===== config.mk =====
export PLATFORM = sky130hd
export DESIGN_NAME = echo_request_arbiter
export DESIGN_NICKNAME = d
export VERILOG_FILES = /design/src/rtl/echo_arb_pkg.sv /design/src/rtl/echo_arb_tag_fifo.sv /design/src/rtl/echo_request_arbiter.sv
export SDC_FILE = /design/constraint.sdc
export NUM_CORES = 1
export LEC_CHECK = 0
export BUFFER_PORTS_ARGS = -buffer_cell sky130_fd_sc_hd__buf_2
export CORE_AREA = 2 2 180 182
export CTS_CLUSTER_DIAMETER = 30
export DETAILED_ROUTE_END_ITERATION = 10
export DIE_AREA = 0 0 182 184
export GPL_TIMING_DRIVEN = 1
export PLACE_DENSITY = 0.7
export REMOVE_ABC_BUFFERS = 1
export SYNTH_ARGS = -nofsm -noshare
export SYNTH_HDL_FRONTEND = slang
export SYNTH_SLANG_ARGS = --single-unit

===== constraint.sdc =====
create_clock -name CLK -period 15.6 [get_ports CLK]
set_input_delay 0.78 -clock CLK [delete_from_list [all_inputs] [get_ports CLK]]
set_output_delay 0.78 -clock CLK [all_outputs]
set_load 0.05 [all_outputs]

===== src/rtl/echo_arb_pkg.sv =====
// Shared types and helpers for the echo request arbiter.
package echo_arb_pkg;

  localparam int unsigned ECHO_DW = 32;

  // Bits needed to name one of nreq requesters (at least one bit).
  function automatic int unsigned tag_width(input int unsigned nreq);
    return (nreq < 2) ? 1 : $clog2(nreq);
  endfunction

  // One say/heard payload.
  typedef struct packed {
    logic [ECHO_DW-1:0] meth;
    logic [ECHO_DW-1:0] v;
  } echo_req_t;

endpackage


===== src/rtl/echo_arb_tag_fifo.sv =====
// In-order FIFO of requester tags for issued-but-unanswered echo requests.
module echo_arb_tag_fifo #(
  parameter int unsigned DEPTH = 4,
  parameter int unsigned W     = 2
) (
  input  logic         CLK,
  input  logic         nRST,
  input  logic         push,
  input  logic [W-1:0] din,
  input  logic         pop,
  output logic         full,
  output logic         empty,
  output logic [W-1:0] head
);

  localparam int unsigned AW = (DEPTH < 2) ? 1 : $clog2(DEPTH);

  logic [W-1:0]  mem [DEPTH];
  logic [AW-1:0] wr_ptr;
  logic [AW-1:0] rd_ptr;
  logic [AW:0]   count;

  assign full  = (count == (AW+1)'(DEPTH));
  assign empty = (count == '0);
  assign head  = mem[rd_ptr];

  // Pointers and occupancy; pointers wrap naturally at DEPTH.
  always_ff @(posedge CLK) begin
    if (!nRST) begin
      wr_ptr <= '0;
      rd_ptr <= '0;
      count  <= '0;
    end else begin
      if (push) wr_ptr <= wr_ptr + AW'(1);
      if (pop)  rd_ptr <= rd_ptr + AW'(1);
      case ({push, pop})
        2'b10:   count <= count + (AW+1)'(1);
        2'b01:   count <= count - (AW+1)'(1);
        default: count <= count;
      endcase
    end
  end

  // Tag storage; contents are don't-care while the entry is unoccupied.
  always_ff @(posedge CLK) begin
    if (push) mem[wr_ptr] <= din;
  end

endmodule


===== src/rtl/echo_request_arbiter.sv =====
// Round-robin arbiter sharing one echo say/heard datapath among NREQ requesters.
// Optional per-requester grant counters: define ECHO_ARB_STATS_EN.
module echo_request_arbiter
  import echo_arb_pkg::*;
#(
  parameter int unsigned NREQ  = 4,
  parameter int unsigned DW    = ECHO_DW,
  parameter int unsigned DEPTH = 4
) (
  input  logic                 CLK,
  input  logic                 nRST,
`ifdef ECHO_ARB_STATS_EN
  output logic [NREQ*16-1:0]   grant_count,
`endif
  input  logic [NREQ-1:0]      req_say_ena,
  input  logic [NREQ*DW-1:0]   req_say_meth,
  input  logic [NREQ*DW-1:0]   req_say_v,
  output logic [NREQ-1:0]      req_say_rdy,
  output logic                 echo_say_ena,
  output logic [DW-1:0]        echo_say_meth,
  output logic [DW-1:0]        echo_say_v,
  input  logic                 echo_say_rdy,
  input  logic                 echo_heard_ena,
  input  logic [DW-1:0]        echo_heard_meth,
  input  logic [DW-1:0]        echo_heard_v,
  output logic                 echo_heard_rdy,
  output logic [NREQ-1:0]      ind_heard_ena,
  output logic [DW-1:0]        ind_heard_meth,
  output logic [DW-1:0]        ind_heard_v,
  input  logic [NREQ-1:0]      ind_heard_rdy
);

  localparam int unsigned TW = tag_width(NREQ);

  logic [NREQ-1:0] slot_valid;
  logic [DW-1:0]   slot_meth [NREQ];
  logic [DW-1:0]   slot_v    [NREQ];
  logic [TW-1:0]   last;
  logic [TW-1:0]   winner;
  logic            found;
  int unsigned     idx;
  logic            can_issue;
  logic [NREQ-1:0] accept;
  logic            fifo_full;
  logic            fifo_empty;
  logic [TW-1:0]   fifo_head;
  logic            pop;

  assign accept      = req_say_ena & ~slot_valid;
  assign req_say_rdy = ~slot_valid;
  assign can_issue   = found && echo_say_rdy && !fifo_full;
  assign pop         = echo_heard_ena && echo_heard_rdy;

  // Request slots: capture on accept, release on issue.
  always_ff @(posedge CLK) begin
    if (!nRST) begin
      slot_valid <= '0;
      for (int i = 0; i < int'(NREQ); i++) begin
        slot_meth[i] <= '0;
        slot_v[i]    <= '0;
      end
    end else begin
      for (int i = 0; i < int'(NREQ); i++) begin
        if (accept[i]) begin
          slot_valid[i] <= 1'b1;
          slot_meth[i]  <= req_say_meth[i*DW +: DW];
          slot_v[i]     <= req_say_v[i*DW +: DW];
        end else if (can_issue && (winner == TW'(i))) begin
          slot_valid[i] <= 1'b0;
        end
      end
    end
  end

  // Round-robin pointer: last granted requester.
  always_ff @(posedge CLK) begin
    if (!nRST) begin
      last <= TW'(NREQ - 1);
    end else if (can_issue) begin
      last <= winner;
    end
  end

  // Winner search: first valid slot after last, wrapping at NREQ-1.
  always_comb begin
    winner = last;
    found  = 1'b0;
    idx    = 0;
    for (int unsigned k = 1; k <= NREQ; k++) begin
      idx = (32'(last) + k) % NREQ;
      if (!found && slot_valid[TW'(idx)]) begin
        winner = TW'(idx);
        found  = 1'b1;
      end
    end
  end

  // Issue datapath: winner payload while issuing, zero otherwise.
  always_comb begin
    echo_say_ena  = can_issue;
    echo_say_meth = '0;
    echo_say_v    = '0;
    if (can_issue) begin
      echo_say_meth = slot_meth[winner];
      echo_say_v    = slot_v[winner];
    end
  end

  echo_arb_tag_fifo #(
    .DEPTH (DEPTH),
    .W     (TW)
  ) u_tag_fifo (
    .CLK   (CLK),
    .nRST  (nRST),
    .push  (can_issue),
    .din   (winner),
    .pop   (pop),
    .full  (fifo_full),
    .empty (fifo_empty),
    .head  (fifo_head)
  );

  // Response routing to the requester owning the oldest outstanding tag.
  always_comb begin
    echo_heard_rdy = !fifo_empty && ind_heard_rdy[fifo_head];
    ind_heard_ena  = '0;
    if (echo_heard_ena && !fifo_empty) begin
      ind_heard_ena[fifo_head] = 1'b1;
    end
    ind_heard_meth = echo_heard_meth;
    ind_heard_v    = echo_heard_v;
  end

`ifdef ECHO_ARB_STATS_EN
  logic [15:0] gcnt [NREQ];

  // Saturating per-requester grant counters.
  always_ff @(posedge CLK) begin
    if (!nRST) begin
      for (int i = 0; i < int'(NREQ); i++) gcnt[i] <= '0;
    end else if (can_issue && (gcnt[winner] != 16'hFFFF)) begin
      gcnt[winner] <= gcnt[winner] + 16'd1;
    end
  end

  // Flatten counters onto the output bus.
  always_comb begin
    grant_count = '0;
    for (int i = 0; i < int'(NREQ); i++) grant_count[i*16 +: 16] = gcnt[i];
  end
`endif

endmodule


==> results.sh, run 1 <==
export IMPL_status="complete, no violations"
export IMPL_slew_headroom_pct=20.37
export IMPL_grt_overflow_total=0
export IMPL_via_per_inst=5.485
export IMPL_grt_pass1_wl_mm=63.11
export IMPL_max_cap_violations=0
export IMPL_routed_wirelength_mm=43.46
export IMPL_dr_pass1_iters=6
export IMPL_cts_clk_slew_worst_paths_ns=0.04
export IMPL_worst_path_max_fanout=64
export IMPL_sequentialPowerShare_pct=34.0
export IMPL_crit_cells=7
export IMPL_syn_avg_cell_area_um2=12.02
export IMPL_clk_path_buf_depth=3
export IMPL_power_leakage_nw=7.048
export IMPL_core_area_um2=31390
export IMPL_power_switching_w=0.0008266
export IMPL_post_route_util_pct=54.28
export IMPL_fin_nets=1728
export IMPL_drtIter0Drc=829
export IMPL_htree_num_levels=3
export IMPL_grt_setup_unrepaired="false"
export IMPL_cts_tree="yes"
export IMPL_fin_crit_sh_pct=25.52
export IMPL_post_cts_resized=0
export IMPL_worstMarginPinSlew_ns=1.190
export IMPL_cts_buffers_inserted=70
export IMPL_synth_seq_cells=279
export IMPL_placed_cells=1720
export IMPL_antenna_found_initial=11
export IMPL_pwr_share_comb_pct=19.4
export IMPL_vias=10130
export IMPL_end_kind="primary output"
export IMPL_clk_insertion_delay_late_ns=0.54
export IMPL_rows=65
export IMPL_crit_chain="nand2b_1 -> o211ai_1 -> buf_4 -> nand3_1 -> a21o_1 -> a21oi_1 -> buf_2"
export IMPL_hold_path_class="flop to flop"
export IMPL_clock_fmax_mhz=251.2
export IMPL_cpLargestDelayFamily="buffers and inverters"
export IMPL_post_dp_cell_area_um2=14910
export IMPL_die_height_um=184
export IMPL_cts_root_buf="clkbuf_16"
export IMPL_startpoint_type="flop"
export IMPL_track_usage_pct=25.61
export IMPL_ir_worst_vdd_mv=0.1003
export IMPL_port_buffers=341
export IMPL_die_area_um2=33490
export IMPL_hold_violations=0
export IMPL_clock_skew_ns=0.02440
export IMPL_drv_slew=0
export IMPL_intPower_w=0.001939
export IMPL_critPathKind="flop to primary output"
export IMPL_crit_buf_inv=2
export IMPL_swShare_pct=29.89
export IMPL_antenna_left=0
export IMPL_final_area_um2=17040
export IMPL_place_hpwl_mm=27.17
export IMPL_start_util_pct=42.54
export IMPL_most_common_layout_cells="buf_2 (341), and2_1 (264), edfxtp_1 (264), clkbuf_16 (71), o21ai_0 (68)"
export IMPL_cpPeakStageDelay_ns=0.67
export IMPL_arrival_ns=3.20
export IMPL_netlist_instances=1111
export IMPL_ios=470
export IMPL_drive_gt1_share_pct=32.96
export IMPL_gp_congestion=0.8305
export IMPL_wl_per_cell_um=23.53
export IMPL_power_density_nw_per_um2=162.3
export IMPL_postCtsHoldBufs=0
export IMPL_hold_worst_slack_ns=0.4792
export IMPL_drc=0
export IMPL_finalSetupTns_ns=0
export IMPL_fin_crit_ns=3.982
export IMPL_synth_warnings=0
export IMPL_cp_required_ns=14.82
export IMPL_setup_violations=0
export IMPL_grt_max_degree=74
export IMPL_synthDistinctLibCells=47
export IMPL_yosysSeqAreaShare_pct=61.61
export IMPL_grt_pass1_vias=10120
export IMPL_area_growth_pct=27.59
export IMPL_r2r_cells=8
export IMPL_cts_sinks=279
export IMPL_clkPwrFrac_pct=46.7
export IMPL_min_path_cells=2
export IMPL_fin_cells=1847
export IMPL_die_w_um=182
export IMPL_cp_slowest_cell="buf_4"
export IMPL_synthesis_area_um2=13350
export IMPL_postCtsSetupBuffers=0
export IMPL_final_common_cell="buf_2"
worst min-delay path: cells and delay by family (launching register included):
kind	cells	cell delay, ns
simple gates	1	0.05
flops	1	0.30
mux	1	0.07
flip-flops by register name, summed over array words and instances, names as in the netlist, named ones only:
name / count
last: 2
slot_meth: 128
slot_v: 128
slot_valid: 4
u_tag_fifo.count: 3
u_tag_fifo.mem: 8
u_tag_fifo.rd_ptr: 2
u_tag_fifo.wr_ptr: 2
power groups by stage:
stage	combinational (W)	clock [W]	sequential, W
3_3_place_gp	0.000530	0	0.000947
4_1_cts	0.000540	0.00131	0.000939
5_1_grt	0.000577	0.00135	0.000945
2_1_floorplan	0.000352	0	0.000946
3_5_place_dp	0.000538	0	0.000951
6_report	0.000536	0.00129	0.000939
synthesized netlist by cell type, drive strengths merged:
master | number | area, µm²
buf | 90 | 629.3
or3 | 1 | 6.260
or2 | 2 | 15.02
edfxtp | 264 | 7928
o22ai | 1 | 12.51
nand2 | 13 | 48.80
o211a | 1 | 10.01
a21o | 65 | 488.0
a22oi | 64 | 480.5
nor2b | 1 | 6.260
o31ai | 1 | 7.510
o31a | 1 | 8.760
and2 | 264 | 1652
o41ai | 1 | 27.53
a31o | 1 | 8.760
mux4 | 2 | 45.04
a21oi | 66 | 341.6
xor2 | 2 | 17.52
a31oi | 5 | 31.28
inv | 16 | 60.06
o21ai | 73 | 369.1
clkbuf | 60 | 230.2
a21boi | 3 | 22.52
xnor2 | 1 | 8.760
or2b | 1 | 7.510
nor2 | 4 | 15.01
and2b | 1 | 7.510
nor3b | 1 | 12.51
fa | 1 | 20.02
a211o | 1 | 8.760
o311ai | 2 | 17.52
and3 | 4 | 25.02
nand2b | 6 | 37.54
mux2i | 4 | 40.04
nand3 | 66 | 330.3
o211ai | 2 | 15.01
ha | 5 | 62.56
dfxtp | 15 | 300.3
path summary, 6_finish.rpt:
| path | startpoint | endpoint | slack [ns] |
|---|---|---|---|
| max | slot_valid[3] | echo_say_v[12] | 11.62 |
| min | u_tag_fifo.rd_ptr[1] | flop | 0.48 |
| max reg2reg | slot_valid[3] | u_tag_fifo.count[2] | 12.54 |
| min reg2reg | u_tag_fifo.rd_ptr[1] | flop | 0.48 |
layer usage:
| layer | GRT usage (%) | wire [µm] | vias to the layer above |
|---|---|---|---|
| met5 | 6.667 | 318 | - |
| met4 | 9.032 | 969 | 14 |
| met3 | 14.08 | 6112 | 84 |
| met2 | 37.13 | 19250 | 660 |
| met1 | 31.70 | 16820 | 4852 |
| li1 | - | - | 4520 |
area by class of cell:
| type | instances | area [µm²] |
|---|---|---|
| flip-flops and latches | 279 | 8228 |
| fillers | 2651 | 14350 |
| inverters | 16 | 60.06 |
| multi-input cells | 666 | 4289 |
| repair buffers | 357 | 1827 |
| clock inverters | 37 | 269.0 |
| well taps | 402 | 503.0 |
| diodes | 4 | 10.01 |
| clock buffers | 86 | 1853 |
kinds of logic after synthesis:
| group | Yosys count | synth area share, % |
|---|---|---|
| flops | 279 | 61.61 |
| compound gates | 287 | 13.85 |
| fa+ha+maj | 6 | 0.6184 |
| simple gates | 364 | 16.20 |
| mux | 6 | 0.6371 |
| xor+xnor | 3 | 0.1968 |
| buf+inv | 166 | 6.887 |
through the flow:
step,total power (W),worst slack [ns]
final,0.002766,11.62
after global routing,0.002870,11.39
after CTS,0.002786,11.58
after detailed placement,0.001489,12.15
after global placement,0.001477,12.20
after floorplan,0.001298,9.721
Power figures use the tool's default switching activity.
==> inputs of run 2 (changes only) <==
- ABC_AREA: not set -> 1
- PLACE_DENSITY: 0.7 -> 0.73
- clock period: 15.6 -> 3.9 ns (I/O delays scaled with it)
==> results.sh, run 2 <==
export IMPL_status="complete, no violations"
export IMPL_drv_slew=0
export IMPL_netlist_instances=1706
export IMPL_via_per_inst=5.320
export IMPL_dpl_worst_slack_ns=0.7693
export IMPL_synth_largest_area_cell="edfxtp_1"
export IMPL_crit_buf_inv=4
export IMPL_clk_insertion_delay_late_ns=0.55
export IMPL_cp_required_ns=3.70
export IMPL_die_area_um2=33490
export IMPL_grt_pass1_vias=14470
export IMPL_routed_wirelength_mm=52.56
export IMPL_worstMarginPinSlew_ns=1.127
export IMPL_grt_max_degree=129
export IMPL_fin_crit_ns=3.746
export IMPL_die_height_um=184
export IMPL_gp_congestion=0.8587
export IMPL_cpLargestDelayFamily="simple AND/OR/NAND/NOR gates"
export IMPL_ys_flop_type="edfxtp_1"
export IMPL_clock_fmax_mhz=266.9
export IMPL_critPathKind="flop to primary output"
export IMPL_power_w=0.01800
export IMPL_cpPeakStageDelay_ns=0.58
export IMPL_fin_crit_sh_pct=96.06
export IMPL_cp_slowest_cell="dfxtp_1"
export IMPL_setup_violations=0
export IMPL_clk_path_buf_depth=3
export IMPL_slew_headroom_pct=24.84
export IMPL_cts_sinks=279
export IMPL_startpoint_type="flop"
export IMPL_ios=470
export IMPL_grt_overflow_total=0
export IMPL_synth_area_leaders="edfxtp_1 (55%), nand2_1 (12%), inv_1 (7.4%)"
export IMPL_final_common_cell="nand2_1"
export IMPL_crit_reg2reg_launch="last[0]"
export IMPL_postCtsSetupBuffers=0
export IMPL_async_reset_ff_share_pct=0
export IMPL_die_w_um=182
export IMPL_dr_pass1_iters=6
export IMPL_cts_buffers_inserted=67
export IMPL_cts_root_buf="clkbuf_16"
export IMPL_synth_seq_cells=279
export IMPL_cp_startpoint="last[0]"
export IMPL_grt_pass1_wl_mm=78.41
export IMPL_core_area_um2=31390
export IMPL_power_leakage_nw=10.34
export IMPL_yosysSeqAreaShare_pct=57.07
export IMPL_synth_most_common_cell="nand2_1"
export IMPL_syn_avg_cell_area_um2=8.450
export IMPL_arrival_ns=3.55
export IMPL_ir_worst_vdd_mv=1.047
export IMPL_synthesis_area_um2=14420
export IMPL_wl_per_cell_um=19.67
export IMPL_crit_chain="inv_4 -> nand2_1 -> nand2_1 -> nand2_2 -> nand2_4 -> inv_2 -> nand2_1 -> nand2_1 -> nand3_1 -> nand2_8 -> buf_4 -> nand2_1 -> a21oi_1 -> buf_2"
export IMPL_cts_tree="yes"
export IMPL_path_common_cell="nand2_1"
export IMPL_hold_violations=0
export IMPL_place_hpwl_mm=27.32
export IMPL_port_buffers=341
export IMPL_htree_num_levels=3
export IMPL_grt_setup_unrepaired="false"
export IMPL_area_growth_pct=43.10
export IMPL_synth_warnings=0
export IMPL_max_cap_violations=0
export IMPL_drtIter0Drc=1372
export IMPL_synth_top_cell_area_share_pct=54.99
export IMPL_antenna_left=0
export IMPL_placed_cells=2298
export IMPL_r2r_slack_ns=1.12
export IMPL_drc=0
export IMPL_drive_gt1_share_pct=21.07
export IMPL_end_kind="primary output"
export IMPL_clock_skew_ns=0.01787
export IMPL_vias=14220
export IMPL_fin_ws_ns=0.1536
export IMPL_synthDistinctLibCells=28
export IMPL_largest_registers="slot_meth x128, slot_v x128, u_tag_fifo.mem x8"
export IMPL_hold_worst_slack_ns=0.01943
export IMPL_track_usage_pct=30.79
export IMPL_synth_edf_count=264
export IMPL_fin_nets=2552
export IMPL_min_delay_start="req_say_meth[86]"
export IMPL_rows=65
export IMPL_worst_path_max_fanout=37
export IMPL_fin_cells=2672
export IMPL_cts_clk_slew_worst_paths_ns=0.05
export IMPL_hold_path_class="input port to flop"
export IMPL_yosys_top_cells_count="nand2_1 (450), inv_1 (286), nor2_1 (275)"
export IMPL_most_common_layout_cells="nand2_1 (445), buf_2 (339), inv_1 (286), nor2_1 (275), edfxtp_1 (264)"
export IMPL_start_util_pct=45.92
export IMPL_power_density_nw_per_um2=872.3
export IMPL_antenna_found_initial=1
[run 2: cell types whose count changed after synthesis, moves of 21 or more]
cell | previous run | this run
a22oi_1 | 64 | 1
and2_1 | 264 | 0
inv_1 | 14 | 286
a21o_1 | 65 | 0
nand2_1 | 13 | 450
nor2_1 | 4 | 275
o21ai_0 | 72 | 10
clkbuf_1 | 56 | 35
nand3_1 | 66 | 146
[run 2: timing repair]
item | 4_1_cts | 5_1_grt
resized for setup | 0 | 3
endpoints found under the setup margin | 0 | 37
hold endpoints to repair | 250 | 0
hold buffers | 249 | 0
[run 2: where the power goes]
group / leakage, nW / internal, W / total, W / switching (W)
clock: 1.08 / 0.00374 / 0.00552 / 0.00178
sequential: 2.96 / 0.00386 / 0.00403 / 0.000171
combinational: 6.29 / 0.00202 / 0.00845 / 0.00643
total: 10.3 / 0.00962 / 0.0180 / 0.00838
[run 2: final cells by class]
type,count,area (µm²)
inverters,290,1091
diodes,1,2.502
flip-flops and latches,279,8228
multi-input cells,978,4202
repair buffers,598,4347
clock buffers,79,1785
well taps,402,503.0
clock inverters,45,471.7
fillers,2255,10760
[run 2: tightest hold or removal path: cells and delay by family]
family        cells  cell delay, ns
buf+inv           2            0.13
simple gates      1            0.11
[run 2: worst paths after layout]
check | cells after the start | to
worst max-delay path | 14 | echo_say_meth[12]
worst min-delay path | 3 | slot_meth[2][22]
worst max register to register | 13 | slot_valid[2]
worst min register to register | 2 | u_tag_fifo.count[1]
[run 2: layer usage]
| metal | global-route usage (%) | share of wire, % | vias to the layer above |
|---|---|---|---|
| li1 | - | - | 6272 |
| met1 | 38.12 | 38 | 6595 |
| met2 | 46.31 | 45 | 1153 |
| met3 | 12.90 | 13 | 186 |
| met4 | 14.32 | 3.4 | 10 |
| met5 | 6.074 | 0.81 | - |
[run 2: cell families (layout without fill, tap and decap cells)]
family,count (synthesis),in the layout,synth area share [%]
AO/OA/AOI/OAI,86,86,3.012
flip-flops,279,279,57.07
other,0,1,0
buffers and inverters,449,1012,14.61
XOR/XNOR,1,1,0.06076
AND/OR/NAND/NOR,885,885,24.67
adder cells (fa/ha/maj),6,6,0.5728
[run 2: stage by stage]
step / instance area (µm²) / setup TNS, ns / util (%)
after global routing: 20630 / 0 / 65.72
after floorplan: 13400 / -106.39 / -
final: 20630 / 0 / 65.72
after global placement: 15860 / 0 / 50.53
after detailed placement: 15860 / 0 / 50.53
after CTS: 20610 / 0 / 65.66
==> inputs of run 3 (changes only) <==
- clock period: 3.9 -> 4.3 ns (I/O delays scaled with it)
==> results.sh, run 3 (synthesis results as in run 2) <==
export IMPL_power_w=0.01580
export IMPL_drive_gt1_share_pct=20.78
export IMPL_worstMarginPinSlew_ns=1.170
export IMPL_most_common_layout_cells="nand2_1 (445), buf_2 (341), inv_1 (286), nor2_1 (275), edfxtp_1 (264)"
export IMPL_power_density_nw_per_um2=790.4
export IMPL_fin_ws_ns=0.4736
export IMPL_vias=14100
export IMPL_final_area_um2=19990
export IMPL_clock_fmax_mhz=261.3
export IMPL_arrival_ns=3.61
export IMPL_post_dp_cell_area_um2=15880
export IMPL_start_util_pct=45.92
export IMPL_via_per_inst=5.370
export IMPL_fin_crit_sh_pct=88.99
export IMPL_cts_buffers_inserted=59
export IMPL_r2r_slack_ns=0.96
export IMPL_grt_pass1_wl_mm=77.06
export IMPL_worst_path_max_fanout=36
export IMPL_hold_violations=0
export IMPL_holdPathEnd="slot_v[3][26]"
export IMPL_max_cap_violations=0
export IMPL_met2_length_mm=23.23
export IMPL_fin_crit_ns=3.826
export IMPL_cpLargestDelayFamily="simple AND/OR/NAND/NOR gates"
export IMPL_clk_path_buf_depth=3
export IMPL_grt_max_degree=129
export IMPL_fin_cells=2625
export IMPL_min_delay_start="req_say_v[122]"
export IMPL_clk_insertion_delay_late_ns=0.55
export IMPL_power_leakage_nw=10.07
export IMPL_highest_layer="met5"
export IMPL_hold_path_class="input port to flop"
export IMPL_dr_pass1_iters=6
export IMPL_track_usage_pct=30.11
export IMPL_drv_slew=0
export IMPL_wl_per_cell_um=19.76
export IMPL_wl_met3_mm=7.052
export IMPL_cp_slowest_cell="dfxtp_1"
export IMPL_routed_wirelength_mm=51.87
export IMPL_cpPeakStageDelay_ns=0.59
export IMPL_min_path_cells=3
export IMPL_fin_nets=2515
export IMPL_place_hpwl_mm=28.13
export IMPL_ios=470
export IMPL_antenna_found_initial=0
export IMPL_crit_buf_inv=3
export IMPL_clock_skew_ns=0.01980
export IMPL_cts_clk_slew_worst_paths_ns=0.05
export IMPL_postCtsSetupBuffers=0
export IMPL_die_area_um2=33490
export IMPL_crit_chain="inv_4 -> nand2_1 -> nand2_1 -> nand2_1 -> nand2_1 -> nor2_4 -> nand3_1 -> nand2_4 -> buf_4 -> nand2_1 -> a21oi_1 -> buf_2"
export IMPL_path_common_cell="nand2_1"
export IMPL_m1WireLength_mm=19.15
export IMPL_reg2reg_to="u_tag_fifo.count[2]"
export IMPL_area_growth_pct=38.68
export IMPL_antenna_left=0
export IMPL_die_w_um=182
export IMPL_grt_setup_unrepaired="false"
export IMPL_drc=0
export IMPL_gp_congestion=0.9171
export IMPL_cts_sinks=279
export IMPL_status="complete, no violations"
export IMPL_htree_num_levels=2
export IMPL_drtIter0Drc=1405
export IMPL_grt_overflow_total=0
export IMPL_end_kind="primary output"
export IMPL_crit_cells=12
export IMPL_grt_pass1_vias=14460
export IMPL_largest_registers="slot_meth x128, slot_v x128, u_tag_fifo.mem x8"
export IMPL_startpoint_type="flop"
export IMPL_slew_headroom_pct=22.03
export IMPL_ir_worst_vdd_mv=0.7967
export IMPL_hold_worst_slack_ns=0.01688
export IMPL_dpl_worst_slack_ns=1.045
export IMPL_num_antenna_cells=0
export IMPL_setup_violations=0
export IMPL_core_area_um2=31390
export IMPL_r2r_cells=15
export IMPL_cp_required_ns=4.09
export IMPL_cts_root_buf="clkbuf_16"
export IMPL_cts_tree="yes"
export IMPL_critPathKind="flop to primary output"
export IMPL_die_height_um=184
export IMPL_port_buffers=341
export IMPL_final_common_cell="nand2_1"
export IMPL_rows=65
export IMPL_placed_cells=2301
export IMPL_crit_reg2reg_launch="last[0]"
-- run 3: report_power, final --
part           switching [W]  internal [W]
sequential          0.000151       0.00350
combinational        0.00588       0.00187
clock                0.00142       0.00299
total                0.00745       0.00836
-- run 3: area by class of cell --
type | count | area [µm²]
Fill cell | 2370 | 11400
Sequential cell | 279 | 8228
Multi-Input combinational cell | 978 | 4193
Timing Repair Buffer | 569 | 4036
Clock buffer | 70 | 1538
Inverter | 290 | 1091
Tap cell | 402 | 503.0
Clock inverter | 37 | 404.1
-- run 3: worst max-delay path by stage --
stage                          end  slack, ns     startpoint
6_report            echo_say_v[31]       0.47        last[0]
3_3_place_gp     echo_say_meth[18]       1.35        last[0]
2_1_floorplan     echo_say_meth[0]      -1.16  slot_valid[3]
4_1_cts          echo_say_meth[18]       0.60        last[0]
3_5_place_dp   u_tag_fifo.count[2]       1.04        last[0]
5_1_grt             echo_say_v[31]       0.31        last[0]
-- run 3: metrics by stage --
step,TNS (ns),util (%)
CTS,0,63.65
global route,0,63.69
finish,0,63.69
detailed placement,0,50.58
global placement,0,50.58
floorplan,-78.47,-
-- run 3: repair_timing --
action | 4_1_cts | 5_1_grt
hold endpoints to repair | 216 | 1
endpoints found under the setup margin | 0 | 0
resized for setup | 0 | 0
hold buffers | 216 | 1
-- run 3: tightest hold or removal path, delay by kind of cell --
family                 cells  cell delay (ns)
AND/OR/NAND/NOR            1             0.11
buffers and inverters      2             0.11
-- run 3: per-layer routing --
metal	vias up	GRT usage [%]
met1	6489	35.87
li1	6182	-
met4	8	14.90
met3	210	12.46
met5	-	5.778
met2	1206	46.63
